**src/rtl/tempo_pkg.sv**
```systemverilog
// ============================================================================
// Module   : tempo_pkg
// Purpose  : Shared FSM encoding, step sizes and repeat-interval helper for
//            the tempo controller.
// Revision : 1.0 - initial release
// ============================================================================
`default_nettype none

package tempo_pkg;

    localparam logic [1:0] ST_IDLE      = 2'd0;
    localparam logic [1:0] ST_HOLD_UP   = 2'd1;
    localparam logic [1:0] ST_HOLD_DN   = 2'd2;
    localparam logic [1:0] ST_HOLD_BOTH = 2'd3;

    localparam int STEP_SMALL = 1;
    localparam int STEP_LARGE = 5;

    // Divide first so large clock rates cannot overflow a 32-bit product.
    function automatic int repeat_cycles(input int clk_freq_hz, input int repeat_ms);
        return (clk_freq_hz / 1000) * repeat_ms;
    endfunction

endpackage

`default_nettype wire

```
**src/rtl/repeat_timer.sv**
```systemverilog
// ============================================================================
// Module   : repeat_timer
// Purpose  : Free-running interval counter with synchronous clear, enable and
//            a one-cycle terminal-count tick.
// Revision : 1.0 - initial release
// ============================================================================
`default_nettype none

module repeat_timer #(
    parameter int CYCLES = 7500000
) (
    input  logic i_clk,
    input  logic i_reset,
    input  logic i_clear,
    input  logic i_enable,
    output logic o_tick
);

    localparam int                 c_CNT_W = (CYCLES > 1) ? $clog2(CYCLES) : 1;
    localparam logic [c_CNT_W-1:0] c_LAST  = c_CNT_W'(CYCLES - 1);
    localparam logic [c_CNT_W-1:0] c_ONE   = c_CNT_W'(1);

    logic [c_CNT_W-1:0] r_count;
    logic               w_terminal;

    assign w_terminal = (r_count == c_LAST);

    // A clear in the same cycle means the interval is being restarted, so the
    // pending terminal count must not escape as a tick.
    assign o_tick = i_enable & ~i_clear & w_terminal;

    always_ff @(posedge i_clk or posedge i_reset) begin
        if (i_reset) begin
            r_count <= '0;
        end else if (i_clear) begin
            r_count <= '0;
        end else if (i_enable) begin
            r_count <= w_terminal ? '0 : (r_count + c_ONE);
        end
    end

endmodule

`default_nettype wire

```
**src/rtl/tempo_controller.sv**
```systemverilog
// ============================================================================
// Module   : tempo_controller
// Purpose  : Owns the metronome BPM register: sums button steps and auto-repeat
//            ticks, then clamps (or wraps when TEMPO_WRAP_EN is defined).
// Revision : 1.0 - initial release
// ============================================================================
`default_nettype none

module tempo_controller
    import tempo_pkg::*;
#(
    parameter int CLK_FREQ_HZ = 50000000,
    parameter int BPM_W       = 9,
    parameter int BPM_MIN     = 30,
    parameter int BPM_MAX     = 300,
    parameter int BPM_DEFAULT = 120,
    parameter int REPEAT_MS   = 150
) (
    input  logic             i_clk,
    input  logic             i_reset,
    input  logic             i_btn_reset,
    input  logic             i_plus_1,
    input  logic             i_plus_5,
    input  logic             i_plus_5_hold,
    input  logic             i_minus_1,
    input  logic             i_minus_5,
    input  logic             i_minus_5_hold,
    output logic [BPM_W-1:0] o_bpm,
    output logic             o_bpm_changed,
    output logic             o_at_min,
    output logic             o_at_max
);

    localparam int c_REPEAT_CYCLES = repeat_cycles(CLK_FREQ_HZ, REPEAT_MS);
    localparam int c_SUM_W         = BPM_W + 2;

    localparam logic signed [c_SUM_W-1:0] c_MIN_S   = c_SUM_W'(BPM_MIN);
    localparam logic signed [c_SUM_W-1:0] c_MAX_S   = c_SUM_W'(BPM_MAX);
    localparam logic signed [c_SUM_W-1:0] c_SMALL_S = c_SUM_W'(STEP_SMALL);
    localparam logic signed [c_SUM_W-1:0] c_LARGE_S = c_SUM_W'(STEP_LARGE);
`ifdef TEMPO_WRAP_EN
    localparam logic signed [c_SUM_W-1:0] c_ONE_S   = c_SUM_W'(1);
`endif

    localparam logic [BPM_W-1:0] c_MIN     = BPM_W'(BPM_MIN);
    localparam logic [BPM_W-1:0] c_MAX     = BPM_W'(BPM_MAX);
    localparam logic [BPM_W-1:0] c_DEFAULT = BPM_W'(BPM_DEFAULT);

    logic [1:0]                r_state;
    logic [1:0]                w_state_next;
    logic [BPM_W-1:0]          r_bpm;
    logic                      r_changed;
    logic [BPM_W-1:0]          w_bpm_next;
    logic signed [c_SUM_W-1:0] w_delta;
    logic signed [c_SUM_W-1:0] w_sum;
    logic                      w_tick;
    logic                      w_clear;
    logic                      w_enable;
    logic                      w_rep_up;
    logic                      w_rep_dn;

    always_ff @(posedge i_clk or posedge i_reset) begin
        if (i_reset) begin
            r_state <= ST_IDLE;
        end else begin
            r_state <= w_state_next;
        end
    end

    // The hold levels alone determine the target state; soft reset overrides.
    always_comb begin
        w_state_next = r_state;
        if (i_btn_reset) begin
            w_state_next = ST_IDLE;
        end else begin
            case ({i_plus_5_hold, i_minus_5_hold})
                2'b11:   w_state_next = ST_HOLD_BOTH;
                2'b10:   w_state_next = ST_HOLD_UP;
                2'b01:   w_state_next = ST_HOLD_DN;
                default: w_state_next = ST_IDLE;
            endcase
        end
    end

    assign w_enable = (r_state == ST_HOLD_UP) | (r_state == ST_HOLD_DN);
    assign w_clear  = i_btn_reset | (w_state_next != r_state);
    assign w_rep_up = w_tick & (r_state == ST_HOLD_UP);
    assign w_rep_dn = w_tick & (r_state == ST_HOLD_DN);

    repeat_timer #(
        .CYCLES (c_REPEAT_CYCLES)
    ) u_repeat_timer (
        .i_clk    (i_clk),
        .i_reset  (i_reset),
        .i_clear  (w_clear),
        .i_enable (w_enable),
        .o_tick   (w_tick)
    );

    always_comb begin
        w_delta = '0;
        if (i_plus_1)  w_delta = w_delta + c_SMALL_S;
        if (i_plus_5)  w_delta = w_delta + c_LARGE_S;
        if (w_rep_up)  w_delta = w_delta + c_LARGE_S;
        if (i_minus_1) w_delta = w_delta - c_SMALL_S;
        if (i_minus_5) w_delta = w_delta - c_LARGE_S;
        if (w_rep_dn)  w_delta = w_delta - c_LARGE_S;
    end

    assign w_sum = $signed({2'b00, r_bpm}) + w_delta;

    always_comb begin
        w_bpm_next = BPM_W'(w_sum);
        if (i_btn_reset) begin
            w_bpm_next = c_DEFAULT;
        end else if (w_sum > c_MAX_S) begin
`ifdef TEMPO_WRAP_EN
            w_bpm_next = BPM_W'(w_sum - c_MAX_S - c_ONE_S + c_MIN_S);
`else
            w_bpm_next = c_MAX;
`endif
        end else if (w_sum < c_MIN_S) begin
`ifdef TEMPO_WRAP_EN
            w_bpm_next = BPM_W'(c_MAX_S - c_MIN_S + w_sum + c_ONE_S);
`else
            w_bpm_next = c_MIN;
`endif
        end
    end

    always_ff @(posedge i_clk or posedge i_reset) begin
        if (i_reset) begin
            r_bpm     <= c_DEFAULT;
            r_changed <= 1'b0;
        end else begin
            r_bpm     <= w_bpm_next;
            r_changed <= (w_bpm_next != r_bpm);
        end
    end

    assign o_bpm         = r_bpm;
    assign o_bpm_changed = r_changed;
    assign o_at_min      = (r_bpm == c_MIN);
    assign o_at_max      = (r_bpm == c_MAX);

endmodule

`default_nettype wire

```
**config.mk**
```make
export PLATFORM = sky130hd
export DESIGN_NAME = tempo_controller
export DESIGN_NICKNAME = d
export VERILOG_FILES = /design/src/rtl/tempo_pkg.sv /design/src/rtl/repeat_timer.sv /design/src/rtl/tempo_controller.sv
export SDC_FILE = /design/constraint.sdc
export NUM_CORES = 1
export LEC_CHECK = 0
export ABC_AREA = 0
export CELL_PAD_IN_SITES_DETAIL_PLACEMENT = 0
export CELL_PAD_IN_SITES_GLOBAL_PLACEMENT = 1
export CORE_ASPECT_RATIO = 1.75
export CORE_MARGIN = 3
export CORE_UTILIZATION = 42
export CTS_BUF_LIST = sky130_fd_sc_hd__clkbuf_4 sky130_fd_sc_hd__clkbuf_8
export DETAILED_ROUTE_END_ITERATION = 10
export HOLD_SLACK_MARGIN = 0.02
export PLACE_DENSITY = 0.85
export SLEW_MARGIN = 5
export SYNTH_ARGS = -nofsm -noshare
export SYNTH_HDL_FRONTEND = slang
export SYNTH_SLANG_ARGS = --single-unit
```
**constraint.sdc**
```tcl
create_clock -name i_clk -period 5.98 [get_ports i_clk]
set_clock_uncertainty 0.15 [all_clocks]
set_input_delay 1.495 -clock i_clk [delete_from_list [all_inputs] [get_ports i_clk]]
set_output_delay 1.495 -clock i_clk [all_outputs]
set_load 0.005 [all_outputs]
```
# Yosys cells after proc, flatten, opt, wreduce, memory -nomap -nowiden
# Cells that the tools add are included.
# word_totals
reg_bits	35
latchBits	0
ram_bits	0
mem_bits_ro	0
input_bits	9
out_inout_bits	12
elab_cells	45
memories	0
# classes
add_sub_neg	7
n_mul	0
div_mod_pow	0
n_lt_le_gt_ge	2
n_eq_ne	10
shift	0
muxes	14
bitwise	7
reduce_logical	1
# op_table
cell	count
2-to-1 mux 23 bit	3
2-to-1 mux 11 bit	5
2-to-1 mux 9 bit	3
adder 23 x 1 -> 23 bit, second input constant	1
== test 23 bit, second input constant	1
adder 11 x 4 -> 11 bit, second input constant	2
subtractor 11 x 4 -> 11 bit, second input constant	2
adder 10 x 11 -> 11 bit	1
greater-than comparator 11 x 10 -> 1 bit, second input constant	1
< comparator 11 x 6 -> 1 bit, second input constant	1
subtractor 11 x 2 -> 11 bit, second input constant	1
== test 9 x 5 -> 1 bit, second input constant	1
== test 9 bit, second input constant	1
inequality test 9 bit	1
== test 2 bit, second input constant	3
case mux 2 bit (3 select lines)	1
AND 1 bit	4
== test 2 x 1 -> 1 bit, second input constant	2
2-to-1 mux 2 bit	1
inequality test 2 bit	1
bitwise OR 1 bit	2
nonzero test 2 bit	1
2-to-1 mux 1 bit	1
inverter 1 bit	1

# Logic depth before layout (Yosys ltp)
# depth
word_depth	22
depth_mapped	33
ltp_nobuf	30

# By module
# From an unflattened synthesis, not the netlist that was laid out.
# unflattened
cells_unflattened	432
area_unflattened_um2	3502.1
# modules_own_cells
mod	instances	cells_each	area_each_um2	seq_area_each_um2
tempo_controller	1	264	2083.2	305.3
repeat_timer	1	168	1418.9	575.6

# Worst setup path before layout
# OpenSTA, ideal clock, no wires.
# synth_path
path_type	input to register
startpoint	input port i_plus_5
endpoint	register r_changed (netlist: o_bpm_changed)
setup_time_ns	0.140
arrival_ns	6.808
t_required_ns	5.690
slack_ns	-1.117
cell_stages	29
n_path_buf	4
path_cell_list	buf_1 -> inv_1 -> ha_1 -> clkbuf_1 -> xnor2_1 -> xnor2_1 -> ha_1 -> clkbuf_1 -> xor2_1 -> xnor2_1 -> nand2_1 -> nor2_1 -> a31oi_1 -> o311ai_0 -> xnor2_1 -> ha_1 -> o21ai_0 -> o21bai_1 -> a21o_1 -> a21o_1 -> a21o_1 -> a21o_1 -> a21oi_1 -> or3_1 -> buf_2 -> nand3_1 -> or4_1 -> a22oi_1 -> nand4_1
# synth_between
elab_chain_cells	15
word_cells_on_any_way	16
classes_between	add/sub: 5; order compare: 2; eq/ne: 1; mux: 8
# synth_rtl
item	line	text
from (decl)	tempo_controller.sv:23	input logic i_plus_5,
2-to-1 mux 11 bit (*)	tempo_controller.sv:103	if (i_plus_5) w_delta = w_delta + c_LARGE_S;
adder 11 x 4 -> 11 bit	tempo_controller.sv:104	if (w_rep_up) w_delta = w_delta + c_LARGE_S;
2-to-1 mux 11 bit (*)	tempo_controller.sv:104	
subtractor 11 x 2 -> 11 bit	tempo_controller.sv:105	if (i_minus_1) w_delta = w_delta - c_SMALL_S;
2-to-1 mux 11 bit (*)	tempo_controller.sv:105	
subtractor 11 x 4 -> 11 bit	tempo_controller.sv:106	if (i_minus_5) w_delta = w_delta - c_LARGE_S;
2-to-1 mux 11 bit (*)	tempo_controller.sv:106	
subtractor 11 x 4 -> 11 bit	tempo_controller.sv:107	if (w_rep_dn) w_delta = w_delta - c_LARGE_S;
2-to-1 mux 11 bit (*)	tempo_controller.sv:107	
adder 10 x 11 -> 11 bit (*)	tempo_controller.sv:110	assign w_sum = $signed({2'b00, r_bpm}) + w_delta;
< comparator 11 x 6 -> 1 bit	tempo_controller.sv:122	end else if (w_sum < c_MIN_S) begin
2-to-1 mux 9 bit	tempo_controller.sv:122	
2-to-1 mux 9 bit (*)	tempo_controller.sv:116	end else if (w_sum > c_MAX_S) begin
2-to-1 mux 9 bit (*)	tempo_controller.sv:114	if (i_btn_reset) begin
inequality test 9 bit (*)	tempo_controller.sv:137	r_changed <= (w_bpm_next != r_bpm);
to (signal assigned)	tempo_controller.sv:137	
to (decl)	tempo_controller.sv:52	logic r_changed;
# Mark *: on every way between the ends. The rest lies on a longest branch, timed or not.
# A chain may end at the register's enable or synchronous reset.

# Worst setup path after layout
# layout_path
startpoint	input port i_minus_5_hold
endpoint	register r_changed (netlist: o_bpm_changed)
# layout_between
elab_chain_cells	22
word_cells_on_any_way	26
classes_between	add/sub: 4; order compare: 2; eq/ne: 5; mux: 9; bitwise: 6
# layout_rtl
item	line	text
from (decl)	tempo_controller.sv:27	input logic i_minus_5_hold,
== test 2 x 1 -> 1 bit or == test 2 bit (tied branches)	tempo_controller.sv:76	case ({i_plus_5_hold, i_minus_5_hold})
case mux 2 bit (3 select lines) (*)	tempo_controller.sv:76	
2-to-1 mux 2 bit (*)	tempo_controller.sv:73	if (i_btn_reset) begin
inequality test 2 bit (*)	tempo_controller.sv:86	assign w_clear = i_btn_reset | (w_state_next != r_state);
bitwise OR 1 bit (*)	tempo_controller.sv:86	
inverter 1 bit (*)	repeat_timer.sv:30	assign o_tick = i_enable & ~i_clear & w_terminal;
AND 1 bit (*) (2 in a row)	repeat_timer.sv:30	
AND 1 bit	tempo_controller.sv:87	assign w_rep_up = w_tick & (r_state == ST_HOLD_UP);
[5 not listed]	n/a	
subtractor 11 x 4 -> 11 bit	tempo_controller.sv:107	
2-to-1 mux 11 bit (*)	tempo_controller.sv:107	
adder 10 x 11 -> 11 bit (*)	tempo_controller.sv:110	
< comparator 11 x 6 -> 1 bit	tempo_controller.sv:122	
2-to-1 mux 9 bit	tempo_controller.sv:122	
2-to-1 mux 9 bit (*)	tempo_controller.sv:116	
2-to-1 mux 9 bit (*)	tempo_controller.sv:114	
inequality test 9 bit (*)	tempo_controller.sv:137	
# Marks and branches as above.

==> run_results.csv <==
group,metric,value,unit
worst_hold_path,worstHoldPathType,"flop to flop",
setup_path,arrival,6580,ps
final_layout,areaGrowthSynthToFinish,47.4,%
sta,relSlewSlack,36.4,%
final_layout,nets,628,
final_layout,design_area,5430,µm²
setup_path,critPathLaunchType,"input pin",
clock_tree,holdBufCountCts,0,
place,placed_area,4840,µm²
floorplan,die_h,130,µm
final_layout,diodes,0,
logic_synthesis,syn_nets,494,
clock_tree,cts_tree,"yes",
setup_path,cpPeakStageDelay,540,ps
sta,setup_slack,-582,ps
place,port_buffers,20,
clock_tree,cts_max_level,2,
sta,hold_violations,0,
drt,num_vias,4106,
global_routing,gr-total-overflow,0,
setup_path,r2r.worst_path.cells,28,
power,switching_share,42.0,%
logic_synthesis,syn_area,3680,µm²
clock_tree,cts-root-buf,"clkbuf_8",
place,place_congestion,0.925,
global_routing,grt_pass1_vias,4104,
global_routing,antenna_found_initial,0,
final_layout,final_cell_mix,"buf_4 (115), o21ai_0 (51), nand2_1 (49)",
sta,tightest_slew,951,ps
sta,period_share,110,%
sta,fmax,0.152,GHz
power,power_switching,0.711,mW
outcome,status,"finished, violations left",
setup_path,critPathSlowestCell,"or4_1",
setup_path,cp.required,6000,ps
sta,rsz0062_at_grt,"true",
drt,avgRoutedWirePerCell,16.4,µm
drt,drt-initial-drc-count,166,
final_layout,final_common_cell,"buf_4",
worst_hold_path,hold-path-cell-count,1,
setup_path,worstPathMaxFanout,6,
power,worst_ir_drop_vdd,0.000152,V
logic_synthesis,synth_edf_count,0,
place,place_hpwl,8.73,mm
power,power.leakage,2.38,nW
job,cap_violations,0,
clock_tree,insertion_delay,300,ps
floorplan,core-area,8420,µm²
sta,setup_tns,-1450,ps
clock_tree,cts_sinks,35,
power,combPwrFrac,70.3,%
logic_synthesis,syn_avg_cell_area,7.90,µm²
final_layout,layout-drive-gt1-share,36.6,%
setup_path,path_class,"input pin to flop",
floorplan,rows,44,
logic_synthesis,seq_area_frac_synth,23.9,%
setup_path,end_kind,"flop",
final_layout,finalNonFillerCells,716,
floorplan,start_util,43.7,%
clock_tree,clkTransAtPathRegs,80,ps
sta,drv_slew,0,
power,seq_power_share,19.0,%
sta,finalSetupViolCount,9,
global_routing,grt_pass1_wl,18.8,mm
floorplan,die_x,76.8,µm
drt,ant_nets,0,
floorplan,io_pins,21,
drt,drc,0,
power,p_clk_share,10.7,%
drt,drtPass1Iterations,4,
logic_synthesis,async_flop_share,100,%
logic_synthesis,synthDistinctLibCells,80,
drt,routed_wl,11.8,mm
power,finalPower,1.69,mW
logic_synthesis,ys_warn_count,0,
power,pwr_density_cell,312,nW/µm²
floorplan,die_area,9960,µm²
place,dp.cells,691,
logic_synthesis,synth_flop_cell,"dfrtp_1",
setup_path,reg2reg_slack,-210,ps
outcome,violations,"setup timing",
clock_tree,numCtsBuffers,5,
clock_tree,max-clock-path-buffers,2,
logic_synthesis,ys_ff_latch,35,
drt,via_per_inst,5.73,
global_routing,grt_max_degree,36,
logic_synthesis,netlist_instances,466,
sta,post-route-min-period,6560,ps
global_routing,gr-usage-all-layers,23.2,%
power,p_int,0.981,mW
[worst max-delay path, delay by kind of cell]
family	cells	cell delay [ps]
AOI/OAI and AO/OA	10	1890
and+or+nand+nor	9	1730
xor gates and xnor gates	4	630
adders and majority gates	2	520
buffers and inverters	3	300
[through the flow]
step	setup WS, ps	hold WS, ps	utilization [%]
CTS	-509	345	61.8
finish	-582	342	64.4
detailed placement	-1350	330	57.5
floorplan	-517	302	-
global route	-863	370	64.4
global placement	-1240	321	57.5
[final timing paths]
kind	start	end
min in group asynchronous	i_reset	o_bpm[1]$_DFF_PP0_
worst max-delay path	i_minus_5_hold	o_bpm_changed$_DFF_PP0_
worst min register to register	u_repeat_timer.r_count[22]$_DFFE_PP0P_	u_repeat_timer.r_count[22]$_DFFE_PP0P_
worst max register to register	r_state[1]$_DFF_PP0_	o_bpm_changed$_DFF_PP0_
worst min-delay path	u_repeat_timer.r_count[22]$_DFFE_PP0P_	u_repeat_timer.r_count[22]$_DFFE_PP0P_
max in group asynchronous	i_reset	o_bpm[6]$_DFF_PP1_
[layer usage]
metal / vias up / track usage (%) / part of all wire (%)
li1: 1988 / - / -
met1: 1987 / 22.5 / 35
met2: 92 / 46.7 / 57
met3: 39 / 2.42 / 2.8
met4: 0 / 13.1 / 4.7
met5: - / 0 / 0
[cells in the mapped netlist (4+ instances only)]
library cell	count	share of area [%]
o21ai_0	56	7.6
xor2_1	13	3.1
clkbuf_1	16	1.6
and2_1	6	1.0
dfstp_2	4	2.9
nor4_1	10	1.7
and3_1	21	3.6
ha_1	18	6.1
o21ai_1	4	0.54
nand3_1	15	2.0
nor2b_1	12	2.0
o211ai_1	4	0.82
xnor2_1	15	3.6
a31oi_1	12	2.0
a21o_1	8	1.6
nand2b_1	4	0.68
a21oi_1	13	1.8
nand2_1	50	5.1
o31a_1	4	0.95
dfrtp_1	31	21
nand4_1	9	1.5
or3_1	4	0.68
nor3_1	9	1.2
o21a_1	5	1.0
a21boi_0	4	0.82
nor2_1	30	3.1
inv_1	15	1.5
[timing repair]
action | in CTS | in global routing
resized for setup | 61 | 34
endpoints found under the setup margin | 10 | 10
pin swaps | 35 | 34
gates cloned | 0 | 0
buffers inserted | 12 | 5
[power by group through the flow]
stage | Clock, mW | Combinational (mW) | Sequential (mW)
2_1_floorplan | 0 | 0.504 | 0.302
3_3_place_gp | 0 | 0.933 | 0.322
3_5_place_dp | 0 | 0.955 | 0.324
4_1_cts | 0.184 | 1.03 | 0.319
5_1_grt | 0.196 | 1.27 | 0.324
6_report | 0.181 | 1.19 | 0.322
[sequential cells by signal, summed over array words and instances, names as in the netlist]
register	count
o_bpm	9
r_state	2
u_repeat_timer.r_count	23
o_bpm_changed	1
[final cells by class]
class,instances,area [µm²]
multi-input combinational,394,3050
fill,719,3000
timing repair buffer,148,1200
sequential,35,881
tap,115,144
clock buffer,6,76.3
inverter,16,62.6
clock inverter,2,12.5
[kinds of logic (layout without fill, tap and decap cells)]
family | count (synthesis) | count (layout) | share of synthesized area (%)
mux | 3 | 3 | 1.16
simple gates | 199 | 199 | 30.7
flops | 35 | 35 | 23.9
buf+inv | 37 | 172 | 4.22
fa+ha+maj | 19 | 19 | 6.66
xor+xnor | 29 | 29 | 7.28
compound gates | 144 | 144 | 26.1
Note: power is estimated with default switching activity, not from simulation.
